$ cat config.mk
export PLATFORM = sky130hd
export DESIGN_NAME = fifo_arbiter
export DESIGN_NICKNAME = d
export VERILOG_FILES = /design/src/rtl/fifo_arbiter_pkg.sv /design/src/rtl/fifo_arbiter_rr_picker.sv /design/src/rtl/fifo_arbiter.sv
export SDC_FILE = /design/constraint.sdc
export NUM_CORES = 1
export LEC_CHECK = 0
export CAP_MARGIN = 20
export CORE_AREA = 4 4 222 224
export DETAILED_ROUTE_END_ITERATION = 10
export DIE_AREA = 0 0 226 228
export GPL_TIMING_DRIVEN = 0
export PLACE_DENSITY = 0.48
export SYNTH_ARGS = -nofsm -noshare
export SYNTH_HDL_FRONTEND = slang
export SYNTH_SLANG_ARGS = --single-unit
export TNS_END_PERCENT = 5
$ cat constraint.sdc
create_clock -name CLK -period 5.2 [get_ports CLK]
set_input_delay 1.04 -clock CLK [delete_from_list [all_inputs] [get_ports CLK]]
set_output_delay 1.04 -clock CLK [all_outputs]
set_load 0.03 [all_outputs]
$ cat src/rtl/fifo_arbiter_pkg.sv
// Shared types and constants for the round-robin FIFO drain and packet serialiser.
package fifo_arbiter_pkg;

    localparam int PKT_W_DEF     = 128;
    localparam int WORD_W_DEF    = 32;
    localparam int WORDS_PER_PKT = PKT_W_DEF / WORD_W_DEF;

    typedef enum logic [1:0] {
        IDLE,
        READ,
        WAIT,
        SEND
    } state_t;

    typedef logic [WORD_W_DEF-1:0] word_t;

endpackage

$ cat src/rtl/fifo_arbiter_rr_picker.sv
// Combinational round-robin picker: searches upward from ptr+1, so the source at ptr
// (the one served last) has the lowest priority.
module rr_picker
    import fifo_arbiter_pkg::*;
#(
    parameter int N_SRC = 4,
    parameter int SRC_W = 2
) (
    input  logic [N_SRC-1:0] req,
    input  logic [SRC_W-1:0] ptr,
    output logic [SRC_W-1:0] win,
    output logic             vld
);

    int j;

    // Walk from the farthest candidate back to ptr+1 so the nearest request wins last.
    always_comb begin
        win = '0;
        vld = 1'b0;
        j   = 0;
        for (int k = N_SRC; k >= 1; k--) begin
            j = (int'(ptr) + k) % N_SRC;
            if (req[SRC_W'(j)]) begin
                win = SRC_W'(j);
                vld = 1'b1;
            end
        end
    end

endmodule

$ cat src/rtl/fifo_arbiter.sv
// Drains N_SRC non-FWFT packet FIFOs in round-robin order and serialises each packet
// most-significant word first onto a valid/ready word stream.
module fifo_arbiter
    import fifo_arbiter_pkg::*;
#(
    parameter int N_SRC  = 4,
    parameter int PKT_W  = PKT_W_DEF,
    parameter int WORD_W = WORD_W_DEF,
    localparam int SRC_W = (N_SRC > 1) ? $clog2(N_SRC) : 1
) (
    input  logic                   CLK,
    input  logic                   RESET,
    input  logic [N_SRC-1:0]       SRC_EMPTY,
    input  logic [N_SRC*PKT_W-1:0] SRC_DATA,
    output logic [N_SRC-1:0]       SRC_READ,
    output logic [WORD_W-1:0]      OUT_DATA,
    output logic                   OUT_VALID,
    input  logic                   OUT_READY,
    output logic                   OUT_SOP,
    output logic                   OUT_EOP,
    output logic [SRC_W-1:0]       OUT_SRC,
    output logic                   BUSY,
    output logic [15:0]            PKT_COUNT
);

    localparam int WORDS = PKT_W / WORD_W;
    localparam int IDX_W = (WORDS > 1) ? $clog2(WORDS) : 1;

    state_t             state, state_nxt;
    logic [SRC_W-1:0]   grant, ptr, win;
    logic               win_vld;
    logic [N_SRC-1:0]   req;
    logic [PKT_W-1:0]   src_pkt [N_SRC];
    logic [PKT_W-1:0]   shreg;
    logic [IDX_W-1:0]   idx;
    logic [15:0]        pkt_count;
    logic               accept, last;

    assign req = ~SRC_EMPTY;

    for (genvar g = 0; g < N_SRC; g++) begin : g_slice
        assign src_pkt[g] = SRC_DATA[g*PKT_W +: PKT_W];
    end

    rr_picker #(.N_SRC(N_SRC), .SRC_W(SRC_W)) u_picker (
        .req (req),
        .ptr (ptr),
        .win (win),
        .vld (win_vld)
    );

    always_comb begin
        state_nxt = state;
        SRC_READ  = '0;
        OUT_VALID = 1'b0;
        OUT_DATA  = '0;
        OUT_SOP   = 1'b0;
        OUT_EOP   = 1'b0;
        accept    = 1'b0;
        last      = (idx == IDX_W'(WORDS - 1));
        case (state)
            IDLE: if (win_vld) state_nxt = READ;
            READ: begin
                SRC_READ[grant] = 1'b1;
                state_nxt       = WAIT;
            end
            WAIT: state_nxt = SEND;
            SEND: begin
                OUT_VALID = 1'b1;
                OUT_DATA  = shreg[PKT_W-1 -: WORD_W];
                OUT_SOP   = (idx == '0);
                OUT_EOP   = last;
                accept    = OUT_READY;
                if (accept && last) state_nxt = IDLE;
            end
            default: state_nxt = IDLE;
        endcase
    end

    // Control registers: the only state a mid-packet reset has to clean up.
    always_ff @(posedge CLK) begin
        if (RESET) begin
            state     <= IDLE;
            grant     <= '0;
            ptr       <= SRC_W'(N_SRC - 1);
            pkt_count <= '0;
        end else begin
            state <= state_nxt;
            if (state == IDLE && win_vld) grant <= win;
            if (accept && last) begin
                pkt_count <= pkt_count + 16'd1;
                ptr       <= grant;
            end
        end
    end

    // FIFO dout is valid the cycle after rd_en, i.e. during WAIT.
    always_ff @(posedge CLK) begin
        if (state == WAIT) begin
            shreg <= src_pkt[grant];
            idx   <= '0;
        end else if (accept) begin
            shreg <= shreg << WORD_W;
            idx   <= idx + IDX_W'(1);
        end
    end

    assign BUSY      = (state != IDLE);
    assign OUT_SRC   = grant;
    assign PKT_COUNT = pkt_count;

endmodule

==> impl_results.md <==
- Outcome: completed
- Most frequent cells in the layout: clkdlybuf4s50_1 (576), mux4_2 (128), edfxtp_1 (128)
- Clock skew: approximately 13 ps
- Initial Util: ~20%
- Worst Hold Class: register to register
- Distinct cell type count after synthesis: 37
- DR vias/cell: about 4.4
- Commonest non-fill, non-tap cell in the layout: clkdlybuf4s50_1
- Die width: 226 um
- Clk root buf: clkbuf_16
- CTS clk-pin slew, worst paths: about 70 ps
- I/O Pins: 577
- Max-capacitance violation count: 0
- Psw: about 2.0 mW
- Via count: about 8100
- Largest delay contributor family on the critical path: buffers and inverters
- Worst-Skew Late Latency: approximately 440 ps
- Fin crit period: between 4000 and 5000 ps
- Buffers on Ports: ~580
- # nets final: 1738
- Setup CP Type: register to output port
- Vias in the first global route: ~9000
- Die area: 0.05153 mm2
- WP buf/inv: 4
- Max frequency: 0.2136 GHz
- # fillers: about 4600
- Routed Antenna Nets: 0
- CTS Sinks: between 150 and 200
- Clock Path Buffers: 2
- Logic pwr share: roughly 47%
- Util after Layout: approximately 36%
- Rel. slew slack: between 30% and 40%
- Overall power: between 6 and 7 mW
- Mux contribution to synthesized area: 41.49%
- Cts bufs inserted: 17
- Hold Vio Cnt, Final: 0
- VDD IR max: between 0.2 and 0.25 mV
- First-pass iteration count of the detailed router: 4
- Post-CTS setup buffers: 0
- Largest family of logic cells by synthesized area: multiplexers
- GP Congestion: approximately 0.87
- RSZ-0062 raised after global routing: no
- Post-CTS sizing: 0
- CTS tree: done
- Net count after synthesis: 1141
- Net Sw Frac: about a third
- Cell count along the critical path: 5
- Avg Cell Area, Syn: 15.73 um2
- Worst-margin pin slew: roughly 970 ps
- Cell Pwr Density: between 300 and 400 mW/mm2
- First-pass GRT wire length: about 63 mm
- Largest net degree at the start of global routing: 64
- Post-synthesis instance total: between 600 and 700
- Row cnt: 80
- Hold path depth: 2
- Clock power share: roughly a fifth
- Leakage power: about 5.6 nW
- Worst path most repeated cell: clkbuf_1
- Gr usage total: between 10% and 20%
- Area fraction in compound gates after synthesis: 1.477%
- Pint: 4.216 mW
- Worst r2r path cells: 8
- Share of layout cells above drive strength 1: a little under a quarter
- GRT overflow: 0
- Initial DRC Count: just under 300
- Endpoints failing setup: 0
- Hold buffers post-CTS: 0
- Crit path max fanout: 10
- Mapped Area: between 0.009 and 0.01 mm2
- CP max stage delay: 760 ps
- Yosys warns: 0
- Final period utilization: ~90%
- Drt wl/cell: 24.55 um
- Sequential area share after synthesis: between 40 and 50%
- CP cell instances: clkbuf_1 > clkbuf_1 > clkbuf_1 > and3_1 > clkdlybuf4s50_1
- Critical-path top delay cell: clkbuf_1
- Detailed Place HPWL: about 37 mm
- Core area: between 0.04 and 0.05 mm2
- Post-synthesis simple-gate area fraction: under 10%
- Setup crit end kind: output port
- DIE HEIGHT: between 200 and 250 um
- Seq pwr share: 32.4%
- # DRC: 0
- Adder-Cell Fraction of Synth Area: approximately 1.0%
- Critical path arrival: between 3000 and 4000 ps
- Yosys reg bits: approximately 150
- Max-slew violation count: 0
- Critical Path RT: ~4200 ps
- Total wire length: 45.22 mm
- Synth Area in XOR/XNOR: less than 1%
- Initial antenna violation count: 2
- Clock H-tree levels: 4
- Hold slack: just under 500 ps
- Critical Path Start Type: register
- Area growth syn-to-layout: 74.71%
==> kinds of logic (layout without fill, tap and decap cells) <==
group	after synthesis	count (layout)
adders and majority gates	8	8
xor gates and xnor gates	10	10
muxes	228	228
and+or+nand+nor	132	132
buffers and inverters	63	673
AOI/OAI and AO/OA	21	21
DFF	152	152
other	0	3
==> worst paths after layout <==
path	start	to	slack [ps]
max reg2reg	state[0]	shreg[40]	1510
min reg2reg	idx[1]	idx[1]	490
min	idx[1]	idx[1]	490
max	OUT_SRC[1]	SRC_READ[3]	520
==> power by group through the flow <==
stage | sequential (mW) | combinational [mW] | clock (mW)
CTS | 2.04 | 3.06 | 1.31
floorplan | 2.08 | 1.79 | 0
global placement | 2.16 | 2.96 | 0
finish | 2.03 | 2.96 | 1.28
global route | 2.07 | 3.21 | 1.36
detailed placement | 2.07 | 3.04 | 0
==> flip-flops by register name, summed over array words and instances, names as in the netlist <==
register	flops
shreg	128
PKT_COUNT	16
OUT_SRC	2
idx	2
ptr	2
state	2
==> worst reg2reg max path, cell delays in order, from the launching register on <==
cell and delay, ps:
dfxtp_1 350, inv_1 120, ha_1 150, clkbuf_1 430, clkbuf_1 640, clkbuf_1 650
nand2b_4 330, buf_16 300, buf_16 320
==> Yosys cell counts <==
cell       count  area [um2]
edfxtp_1     128        3844
mux4_2       128        2883
mux2_2        98        1104
and2_1        68       425.4
clkbuf_1      38       142.6
dfxtp_1       24       480.5
nor2_1        18       67.56
buf_2         15       75.07
nand2_1       15       56.30
inv_1          9       33.78
ha_1           8       100.1
a21oi_1        7       35.03
xnor2_1        7       61.31
nand3_1        6       30.03
nor3_1         5       25.02
nand4_1        4       25.02
nor4_1         3       18.77
o31ai_1        3       22.52
or4_1          3       22.52
xor2_1         3       26.28
a211o_1        2       17.52
a2bb2oi_1      2       17.52
and3_1         2       12.51
mux2i_1        2       20.02
nor2b_1        2       12.51
o21ai_0        2       10.01
or3_1          2       12.51
a211oi_1       1       7.510
a221oi_1       1       8.760
a311oi_1       1       8.760
buf_1          1       3.750
nand2b_1       1       6.260
nand4_2        1       12.51
nor3b_1        1       7.510
o221ai_1       1       8.760
o22ai_1        1       6.260
or2_1          1       6.260
==> final cells by class <==
cell class | instances | area (um2) | area share [%]
Antenna cell | 3 | 7.507 | 0.04450
Inverter | 9 | 33.78 | 0.2002
Tap cell | 615 | 769.5 | 4.561
Multi-Input combinational cell | 399 | 5085 | 30.14
Buffer | 54 | 221.5 | 1.313
Timing Repair Buffer | 578 | 5821 | 34.50
Clock buffer | 25 | 560.5 | 3.322
Sequential cell | 152 | 4324 | 25.63
Clock inverter | 7 | 48.80 | 0.2892
==> per-layer routing <==
metal	share of wire, %	global-route usage, %	wire length [um]
met4	1.1	3.273	502
met1	40	20.09	18120
met5	0	0	0
met2	52	30.71	23420
met3	7.0	4.628	3181
==> per-stage QoR <==
| step | instances | TNS (ps) | setup WS (ps) | area (um2) |
|---|---|---|---|---|
| after global placement | 1805 | -346070 | -2721 | 16190 |
| after floorplan | 614 | 0 | 273.0 | 9657 |
| after CTS | 1839 | 0 | 201.7 | 16860 |
| after global routing | 1841 | 0 | 189.0 | 16870 |
| after detailed placement | 1807 | 0 | 716.7 | 16250 |
| final | 1842 | 0 | 518.5 | 16870 |
(Power assumes the default switching activity.)
